<file path="config.mk">
export PLATFORM = sky130hd
export DESIGN_NAME = multicycle_control
export DESIGN_NICKNAME = d
export VERILOG_FILES = /design/src/rtl/multicycle_control_pkg.sv /design/src/rtl/multicycle_control_out_decode.sv /design/src/rtl/multicycle_control.sv
export SDC_FILE = /design/constraint.sdc
export NUM_CORES = 1
export LEC_CHECK = 0
export BUFFER_PORTS_ARGS = -buffer_cell sky130_fd_sc_hd__buf_2
export CORE_AREA = 3 3 40 42
export CTS_CLUSTER_SIZE = 24
export DETAILED_ROUTE_END_ITERATION = 12
export DIE_AREA = 0 0 43 45
export PLACE_DENSITY = 0.69
export SLEW_MARGIN = 10
export SYNTH_ARGS = -nofsm -noshare
export SYNTH_HDL_FRONTEND = slang
export SYNTH_HIERARCHICAL = 1
export SYNTH_SLANG_ARGS = --single-unit
export TNS_END_PERCENT = 10
</file>
<file path="constraint.sdc">
create_clock -name clk -period 1.8 [get_ports clk]
set_clock_uncertainty 0.15 [all_clocks]
set_input_delay 0.27 -clock clk [delete_from_list [all_inputs] [get_ports clk]]
set_output_delay 0.27 -clock clk [all_outputs]
set_load 0.01 [all_outputs]
</file>
<file path="src/rtl/multicycle_control_pkg.sv">
// Shared encodings for the multicycle controller: states, opcodes, mux selects, control word.
// Latency: n/a (types and constants only).
// Backpressure: n/a.
package multicycle_control_pkg;

   typedef logic [3:0] state_t;

   localparam state_t S_FETCH    = 4'd0;
   localparam state_t S_DECODE   = 4'd1;
   localparam state_t S_MEMADR   = 4'd2;
   localparam state_t S_MEMREAD  = 4'd3;
   localparam state_t S_MEMWB    = 4'd4;
   localparam state_t S_MEMWRITE = 4'd5;
   localparam state_t S_EXECUTE  = 4'd6;
   localparam state_t S_ALUWB    = 4'd7;
   localparam state_t S_BRANCH   = 4'd8;
   localparam state_t S_ADDIEXEC = 4'd9;
   localparam state_t S_ADDIWB   = 4'd10;
   localparam state_t S_JUMP     = 4'd11;

   localparam logic [5:0] OP_LW    = 6'b100011;
   localparam logic [5:0] OP_SW    = 6'b101011;
   localparam logic [5:0] OP_RTYPE = 6'b000000;
   localparam logic [5:0] OP_BEQ   = 6'b000100;
   localparam logic [5:0] OP_ADDI  = 6'b001000;
   localparam logic [5:0] OP_J     = 6'b000010;

   // ALU operand B select
   localparam logic [1:0] SRCB_REG   = 2'b00;
   localparam logic [1:0] SRCB_FOUR  = 2'b01;
   localparam logic [1:0] SRCB_IMM   = 2'b10;
   localparam logic [1:0] SRCB_BROFF = 2'b11;

   // ALU decoder class
   localparam logic [1:0] ALUOP_ADD   = 2'b00;
   localparam logic [1:0] ALUOP_SUB   = 2'b01;
   localparam logic [1:0] ALUOP_FUNCT = 2'b10;

   // Next-PC source
   localparam logic [1:0] PCSRC_ALU    = 2'b00;
   localparam logic [1:0] PCSRC_ALUOUT = 2'b01;
   localparam logic [1:0] PCSRC_JUMP   = 2'b10;

   // Per-state control word; pc_write and branch are folded into pc_en by the top.
   typedef struct packed {
      logic       pc_write;
      logic       branch;
      logic       iord;
      logic       mem_write;
      logic       ir_write;
      logic       reg_dst;
      logic       mem_to_reg;
      logic       reg_write;
      logic       alu_src_a;
      logic [1:0] alu_src_b;
      logic [1:0] alu_op;
      logic [1:0] pc_src;
   } ctrl_t;

   function automatic logic op_known(input logic [5:0] op);
      return (op == OP_LW) || (op == OP_SW) || (op == OP_RTYPE) ||
             (op == OP_BEQ) || (op == OP_ADDI) || (op == OP_J);
   endfunction

endpackage

</file>
<file path="src/rtl/multicycle_control_out_decode.sv">
// State-to-control-word table for the multicycle controller (Moore outputs).
// Latency: combinational, zero cycles.
// Backpressure: none; pure decode of the current state.
module mc_out_decode
   import multicycle_control_pkg::*;
(
   input  state_t state,
   output ctrl_t  ctrl
);

   // Every field defaults to 0; each state raises only its own strobes/selects.
   always_comb begin
      ctrl = '0;
      case (state)
         S_FETCH: begin
            ctrl.ir_write  = 1'b1;
            ctrl.pc_write  = 1'b1;
            ctrl.alu_src_b = SRCB_FOUR;
         end
         S_DECODE: begin
            ctrl.alu_src_b = SRCB_BROFF;
         end
         S_MEMADR, S_ADDIEXEC: begin
            ctrl.alu_src_a = 1'b1;
            ctrl.alu_src_b = SRCB_IMM;
         end
         S_MEMREAD: begin
            ctrl.iord = 1'b1;
         end
         S_MEMWRITE: begin
            ctrl.iord      = 1'b1;
            ctrl.mem_write = 1'b1;
         end
         S_MEMWB: begin
            ctrl.mem_to_reg = 1'b1;
            ctrl.reg_write  = 1'b1;
         end
         S_ALUWB: begin
            ctrl.reg_dst   = 1'b1;
            ctrl.reg_write = 1'b1;
         end
         S_ADDIWB: begin
            ctrl.reg_write = 1'b1;
         end
         S_EXECUTE: begin
            ctrl.alu_src_a = 1'b1;
            ctrl.alu_op    = ALUOP_FUNCT;
         end
         S_BRANCH: begin
            ctrl.alu_src_a = 1'b1;
            ctrl.alu_op    = ALUOP_SUB;
            ctrl.pc_src    = PCSRC_ALUOUT;
            ctrl.branch    = 1'b1;
         end
         S_JUMP: begin
            ctrl.pc_src   = PCSRC_JUMP;
            ctrl.pc_write = 1'b1;
         end
         default: ctrl = '0;
      endcase
   end

endmodule

</file>
<file path="src/rtl/multicycle_control.sv">
// Multicycle MIPS-style control FSM: state register, next-state logic, output decode.
// Latency: outputs follow state combinationally; one state step per clock.
// Backpressure: none; the FSM free-runs, opcode is assumed held by the IR after FETCH.
module multicycle_control
   import multicycle_control_pkg::*;
#(
   parameter int OPW = 6
) (
   input  logic           clk,
   input  logic           rst,
   input  logic [OPW-1:0] opcode,
   input  logic           zero,
   output logic           pc_en,
   output logic           iord,
   output logic           mem_write,
   output logic           ir_write,
   output logic           reg_dst,
   output logic           mem_to_reg,
   output logic           reg_write,
   output logic           alu_src_a,
   output logic [1:0]     alu_src_b,
   output logic [1:0]     alu_op,
   output logic [1:0]     pc_src,
   output logic           illegal_op,
   output logic [3:0]     state_dbg
);

   state_t     state;
   state_t     state_nxt;
   ctrl_t      ctrl;
   logic [5:0] op;

   assign op = 6'(opcode);

   // Next-state selection; any encoding outside the defined set falls back to FETCH.
   always_comb begin
      state_nxt = S_FETCH;
      case (state)
         S_FETCH: state_nxt = S_DECODE;
         S_DECODE: begin
            case (op)
               OP_LW, OP_SW: state_nxt = S_MEMADR;
               OP_RTYPE:     state_nxt = S_EXECUTE;
               OP_BEQ:       state_nxt = S_BRANCH;
               OP_ADDI:      state_nxt = S_ADDIEXEC;
               OP_J:         state_nxt = S_JUMP;
               default:      state_nxt = S_FETCH;
            endcase
         end
         S_MEMADR:   state_nxt = (op == OP_SW) ? S_MEMWRITE : S_MEMREAD;
         S_MEMREAD:  state_nxt = S_MEMWB;
         S_EXECUTE:  state_nxt = S_ALUWB;
         S_ADDIEXEC: state_nxt = S_ADDIWB;
         default:    state_nxt = S_FETCH;
      endcase
   end

   // State register; reset returns to FETCH so an interrupted write is abandoned, not replayed.
   always_ff @(posedge clk) begin
      if (rst) begin
         state <= S_FETCH;
      end else begin
         state <= state_nxt;
      end
   end

   mc_out_decode u_out_decode (
      .state (state),
      .ctrl  (ctrl)
   );

   assign pc_en      = ctrl.pc_write | (ctrl.branch & zero);
   assign iord       = ctrl.iord;
   assign mem_write  = ctrl.mem_write;
   assign ir_write   = ctrl.ir_write;
   assign reg_dst    = ctrl.reg_dst;
   assign mem_to_reg = ctrl.mem_to_reg;
   assign reg_write  = ctrl.reg_write;
   assign alu_src_a  = ctrl.alu_src_a;
   assign alu_src_b  = ctrl.alu_src_b;
   assign alu_op     = ctrl.alu_op;
   assign pc_src     = ctrl.pc_src;
   assign illegal_op = (state == S_DECODE) & ~op_known(op);
   assign state_dbg  = state;

endmodule

</file>
==> qor_table.md, run 1 <==
| Group | Quantity | Reported |
| --- | --- | --- |
| drt | Initial DRC Count | 10 |
| yosys | Number of enable flip-flop cells after synthesis | 0 |
| global routing | Via count of the first global-routing pass | 516 |
| die | DIE AREA | 0.001935 mm² |
| yosys | Summed instance area of the synthesized netlist | 516.7 µm² |
| cts | Count of clock tree sinks | 4 |
| power | Sequential Power Share | 30.7% |
| global routing | Tot GR Track Use | 14.57% |
| critical path | Data arrival time of the worst path | 1370 ps |
| drt | DRT Pass-1 Iters | 4 |
| final layout | Util after Layout | 58.52% |
| timing | Count of endpoints failing hold in the final timing report | 0 |
| cts | TritonCTS clock tree | built |
| min path | Worst min-delay path class | input pin to flop |
| drt | Vias post-DR | 605 |
| timing | Slew at the pin with the worst max-slew slack | 323.9 ps |
| final layout | Count of non-filler cells in the finished layout | 117 |
| power | Gate power share | 32.0% |
| place | Area after detailed placement | 680.7 µm² |
| place | Buffers added on ports | 27 |
| timing | Fin crit share | 99.32% |
| final layout | Layout net count | 113 |
| yosys | Number of instances in the synthesized netlist | 69 |
| flow run | Maximum capacitance violations | 0 |
| power | Sw Ratio | 30.90% |
| cts | Clk buf depth | 2 |
| critical path | Critical Path End Type | output pin |
| final layout | Signed area change from the synthesized netlist to the final layout | 45.52% |
| critical path | Register-to-register setup slack | 180 ps |
| global routing | GR Overflow Total | 0 |
| die | Vertical die dimension | 45 µm |
| drt | Length of routed met2 wiring | 672 µm |
| power | Ratio of total power to cell area | 415.8 mW/mm² |
| yosys | Post-synth cell types | 36 |
| global routing | Largest net degree at the start of global routing | 18 |
| drt | Post-detailed-route DRC marker count | 0 |
| drt | Antenna-violating nets left | 0 |
| critical path | Worst path required time | 1380 ps |
| die | Total number of placement rows | 13 |
| critical path | Classification of the worst setup path | flop to output pin |
| drt | Met1 routed wirelength after detailed routing | 591 µm |
| timing | Endpoints failing setup | 0 |
| final layout | Flip-flop and latch area | 92.59 µm² |
| die | Area inside the core boundary | 0.001285 mm² |
| cts | H-tree depth | 1 |
| cts | Clock transition at path regs | 40 ps |
| final layout | Commonest non-fill, non-tap cells in the layout | buf_2 (27), buf_4 (9), nor2_1 (6) |
| final layout | Post-Layout Inst Area | 752.0 µm² |
| cts | Latest clock arrival within the worst-skew pair | 240 ps |
| place | DP Wirelength | 1010 µm |
| timing | Unrepaired setup endpoints after global routing | yes |
| global routing | Initial antenna violation count | 0 |
| yosys | Post-synthesis average cell area | 7.489 µm² |
| power | Leakage | 0.3696 nW |
| global routing | First-pass GRT wire length | 2159 µm |
| timing | Total Negative Setup Slacks | 0 ps |
| timing | Max frequency | 559.4 MHz |
| yosys | Dominant synthesized flop cell | dfxtp_1 |
| yosys | Synth Net Count | 78 |
| yosys | Post-synth ARST share | 0% |
| drt | Max layer used | met3 |
| power | Largest vdd supply drop | 328.3 µV |
| place | Post-Place Cells | 111 |
| timing | Pins Over Slew Limit | 0 |
| cts | Inserted Clock Buffers | 3 |
| die | Io pins | 28 |
| drt | Detailed route wirelength on metal3 | 92 µm |
| power | Clk pwr share | 37.3% |
| power | Cell-internal power | 0.2161 mW |
| final layout | Area occupied by multi-input gates | 395.4 µm² |
| final layout | ANT cells | 0 |
| critical path | Critical Path Start Type | flop |
| final layout | Layout cell share with drive strength beyond 1 | 55.88% |
| die | Die span in x | 43 µm |
| final layout | Final-layout fill cell count | 123 |
| drt | Detailed Route WL | 1356 µm |
| drt | Number of vias per cell after detailed routing | 5.171 |
| cts | Cell chosen for the clock root | clkbuf_4 |
| timing | Time the final worst path needs with I/O delays and setup | 1788 ps |
| die | Initial core utilization | 40.21% |
| place | Placer congestion estimate | 0.7475 |
| critical path | Peak fanout along the critical path | 7 |
| yosys | Register bit total from synthesis | 4 |
| power | Net switching power of the design | 0.09663 mW |
| drt | Detailed-route wire length per cell | 11.59 µm |
| timing | Relative slew slack | 78.35% |
| outcome | Status | completed |
| final layout | Max FFs per register | 4 |
| yosys | Synth warn | 6 |
| final layout | Most common cell after layout, fill and taps aside | buf_2 |
| power | Total Power Consumption | 0.3127 mW |
| yosys | Post-synthesis sequential area ratio | 15.50% |
==> critical path: stages (launching register included) <==
cell and delay, ps:
dfxtp_4 350, or4b_4 540, o211ai_2 90, buf_2 150
==> cell type report <==
| type | instances | share of cell area [%] |
|---|---|---|
| timing repair buffer | 37 | 27.62 |
| multi-input combinational | 54 | 52.58 |
| clock buffer | 3 | 2.995 |
| inverter | 4 | 1.997 |
| tap | 15 | 2.496 |
| sequential | 4 | 12.31 |
==> repair_timing <==
action / 4_1_cts / 5_1_grt
pin swaps: 1 / 1
resized for setup: 5 / 5
setup buffers: 0 / 3
gates cloned: 0 / 0
hold buffers: 0 / 0
endpoints found under the setup margin: 5 / 3
==> metal layers <==
| metal | GRT usage, % | up-vias |
|---|---|---|
| li1 | - | 319 |
| met1 | 18.55 | 268 |
| met2 | 23.95 | 18 |
| met3 | 4.781 | 0 |
| met4 | 3.614 | 0 |
| met5 | 0 | - |
==> power groups by stage <==
stage                     Combinational, mW  Sequential [mW]  Clock (mW)
after floorplan                      0.0551           0.0994           0
after global placement               0.0922            0.100           0
after detailed placement             0.0937            0.100           0
after CTS                            0.0942           0.0983       0.121
after global routing                  0.111           0.0972       0.131
final                                0.0999           0.0960       0.117
==> path summary, 6_finish.rpt <==
| kind | from | end | cells after the start |
|---|---|---|---|
| setup / recovery | state_dbg[3] | reg_write | 3 |
| hold / removal | rst | state_dbg[3] | 2 |
| setup reg to reg | state_dbg[3] | state_dbg[1] | 5 |
| hold reg to reg | state_dbg[2] | state_dbg[3] | 2 |
==> cells by family (layout without fill, tap and decap cells) <==
| logic type | after synthesis | count (layout) | share of synthesized area (%) |
|---|---|---|---|
| buf+inv | 11 | 44 | 13.56 |
| flops | 4 | 4 | 15.50 |
| xor+xnor | 2 | 2 | 3.390 |
| compound gates | 18 | 18 | 23.97 |
| simple gates | 34 | 34 | 43.58 |
==> metrics by stage <==
step / hold slack [ps] / worst slack, ps
2_1_floorplan: 186.1 / 88.45
3_3_place_gp: 308.8 / 124.2
3_5_place_dp: 308.7 / 103.9
4_1_cts: 49.63 / -1.074
5_1_grt: 61.62 / -47.47
6_report: 66.04 / 12.29
==> synthesized netlist by cell type (2+ instances only) <==
library cell	count	area, µm²
nor3_1	4	20.02
or2b_1	2	15.01
buf_6	2	22.52
or3_1	2	12.51
nor2_1	6	22.52
nor4_1	2	12.51
dfxtp_1	4	80.08
nand3_1	2	10.01
buf_4	3	22.52
xnor2_1	2	17.52
a21oi_1	6	30.03
nand2b_1	5	31.28
inv_1	4	15.01
a21o_1	3	22.52
No activity file was read; power rests on OpenSTA's default activity.
==> run 2: changes to the inputs <==
--- a/config.mk
+++ b/config.mk
@@ -7,6 +7,7 @@
 export LEC_CHECK = 0
 export BUFFER_PORTS_ARGS = -buffer_cell sky130_fd_sc_hd__buf_2
 export CORE_AREA = 3 3 40 42
+export CTS_BUF_LIST = sky130_fd_sc_hd__clkbuf_8
 export CTS_CLUSTER_SIZE = 24
 export DETAILED_ROUTE_END_ITERATION = 12
 export DIE_AREA = 0 0 43 45
==> qor_table.md, run 2 (synthesis gave the netlist of run 1 again) <==
| Group | Quantity | Reported | Delta |
| --- | --- | --- | --- |
| cts | TritonCTS clock tree | built | unchanged |
| cts | Hold_buf cts | 0 | unchanged |
| place | Placement-stage worst setup slack | 103.9 ps | unchanged |
| timing | Final worst setup slack | 29.95 ps | was 12.29 ps |
| outcome | Status | completed | unchanged |
| place | Area after detailed placement | 680.7 µm² | unchanged |
| critical path | Family with the most delay on the worst path | simple AND/OR/NAND/NOR gates | unchanged |
| critical path | Critical Path End Type | output pin | unchanged |
| die | Initial core utilization | 40.21% | unchanged |
| timing | Time the final worst path needs with I/O delays and setup | 1770 ps | was 1788 ps |
| die | Vertical die dimension | 45 µm | unchanged |
| flow run | Maximum capacitance violations | 0 | unchanged |
| timing | Relative slew slack | 78.36% | was 78.35% |
| power | Largest vdd supply drop | 427.1 µV | was 328.3 µV |
| critical path | CP max stage delay | 550 ps | was 540 ps |
| final layout | Count of non-filler cells in the finished layout | 117 | unchanged |
| final layout | Post-Layout Inst Area | 774.5 µm² | was 752.0 µm² |
| final layout | Util after Layout | 60.27% | was 58.52% |
| place | Placer congestion estimate | 0.7475 | unchanged |
| place | DP Wirelength | 1010 µm | unchanged |
| final layout | Layout net count | 113 | unchanged |
| cts | Clk buf depth | 2 | unchanged |
| global routing | First-pass GRT wire length | 2173 µm | was 2159 µm |
| final layout | Signed area change from the synthesized netlist to the final layout | 49.88% | was 45.52% |
| timing | Max frequency | 565.0 MHz | was 559.4 MHz |
| die | DIE AREA | 0.001935 mm² | unchanged |
| timing | Endpoints failing setup | 0 | unchanged |
| critical path | Peak fanout along the critical path | 8 | was 7 |
| drt | DRT Pass-1 Iters | 2 | was 4 |
| place | Post-Place Cells | 111 | unchanged |
| critical path | Classification of the worst setup path | flop to output pin | unchanged |
| global routing | Via count of the first global-routing pass | 511 | was 516 |
| drt | Detailed Route WL | 1338 µm | was 1356 µm |
| min path | Worst min-delay path class | input pin to flop | unchanged |
| power | Sequential Power Share | 24.9% | was 30.7% |
| power | Leakage | 0.3747 nW | was 0.3696 nW |
| critical path | Data arrival time of the worst path | 1350 ps | was 1370 ps |
| final layout | Commonest non-fill, non-tap cells in the layout | buf_2 (27), buf_4 (10), nor2_1 (6), a21oi_1 (6) | was buf_2 (27), buf_4 (9), nor2_1 (6) |
| critical path | Worst Path Buf+Inv | 1 | unchanged |
| cts | Latest clock arrival within the worst-skew pair | 220 ps | was 240 ps |
| cts | H-tree depth | 1 | unchanged |
| power | Gate power share | 26.6% | was 32.0% |
| global routing | GR Overflow Total | 0 | unchanged |
| drt | Antenna-violating nets left | 0 | unchanged |
| cts | Clock transition at path regs | 30 ps | was 40 ps |
| global routing | Largest net degree at the start of global routing | 18 | unchanged |
| critical path | Crit path cell chain | or4b_4, o211ai_2, buf_2 | unchanged |
| power | Total Power Consumption | 0.3915 mW | was 0.3127 mW |
| final layout | Most common cell after layout, fill and taps aside | buf_2 | unchanged |
| die | Area inside the core boundary | 0.001285 mm² | unchanged |
| critical path | Worst path required time | 1380 ps | about the same |
| global routing | Tot GR Track Use | 14.65% | was 14.57% |
| drt | Initial DRC Count | 5 | was 10 |
| timing | Worst hold slack | 86.25 ps | was 66.04 ps |
| timing | Fin crit share | 98.34% | was 99.32% |
| power | Sw Ratio | 26.24% | was 30.90% |
| timing | Unrepaired setup endpoints after global routing | yes | unchanged |
| drt | Vias post-DR | 596 | was 605 |
| cts | Inserted Clock Buffers | 3 | unchanged |
| cts | Cell chosen for the clock root | clkbuf_8 | was clkbuf_4 |
| power | Net switching power of the design | 0.1027 mW | was 0.09663 mW |
| global routing | Initial antenna violation count | 0 | unchanged |
| drt | Number of vias per cell after detailed routing | 5.094 | was 5.171 |
| final layout | Max FFs per register | 4 | unchanged |
| power | Cell-internal power | 0.2887 mW | was 0.2161 mW |
| final layout | ANT cells | 0 | unchanged |
| die | Io pins | 28 | unchanged |
| final layout | Layout cell share with drive strength beyond 1 | 55.88% | unchanged |
| drt | Detailed-route wire length per cell | 11.44 µm | was 11.59 µm |
| place | Buffers added on ports | 27 | unchanged |
| cts | Count of clock tree sinks | 4 | unchanged |
| die | Total number of placement rows | 13 | unchanged |
| drt | Post-detailed-route DRC marker count | 0 | unchanged |
| power | Ratio of total power to cell area | 505.5 mW/mm² | was 415.8 mW/mm² |
| die | Die span in x | 43 µm | unchanged |
| timing | Pins Over Slew Limit | 0 | unchanged |
| power | Clk pwr share | 48.5% | was 37.3% |
| timing | Count of endpoints failing hold in the final timing report | 0 | unchanged |
| timing | Slew at the pin with the worst max-slew slack | 323.7 ps | was 323.9 ps |
| critical path | Critical-path top delay cell | or4b_4 | unchanged |
| timing | Total Negative Setup Slacks | 0 ps | unchanged |
| critical path | Critical Path Start Type | flop | unchanged |
## run 2: cell types whose count changed in the layout (fill, tap and decap cells not counted), sizes merged
cell | before | now
buf | 36 | 37
clkbuf | 4 | 3
## run 2: area by class of cell
class | instances | area [µm²]
clock buffers | 3 | 41.29
well taps | 15 | 18.77
repair buffers | 37 | 210.2
multi-input cells | 54 | 399.1
flip-flops and latches | 4 | 90.09
inverters | 4 | 15.01
fillers | 119 | 510.5
## run 2: final timing paths
kind,start,endpoint,slack [ps],cells after the start
setup / recovery,state_dbg[1],reg_write,30,3
hold / removal,rst,state_dbg[3],90,2
setup reg to reg,state_dbg[3],state_dbg[1],200,5
hold reg to reg,state_dbg[0],state_dbg[3],470,3
## run 2: worst reg2reg max path, cell delays in order, from the launching register on
cell and delay, ps:
dfxtp_4 370, buf_4 160, nand2b_1 150, or2_2 280, a21oi_1 220, a21boi_0 190
## run 2: power groups by stage
stage | clock network, mW | registers, mW | logic (mW)
after floorplan | 0 | 0.0994 | 0.0551
after global placement | 0 | 0.100 | 0.0922
after detailed placement | 0 | 0.100 | 0.0937
after CTS | 0.193 | 0.0985 | 0.0944
after global routing | 0.207 | 0.0989 | 0.115
final | 0.190 | 0.0977 | 0.104
## run 2: metal layers
metal  global-route usage, %  part of all wire (%)  vias to the layer above
met4                   3.614                     0                        0
met5                       0                     0                        -
met1                   18.80                    43                      263
met3                   4.781                   6.4                        0
li1                        -                     -                      317
met2                   23.95                    50                       16
## run 2: repair_timing
action / CTS / global route
setup endpoints to repair: 3 / 3
buffers inserted: 0 / 3
gates resized for setup: 5 / 4
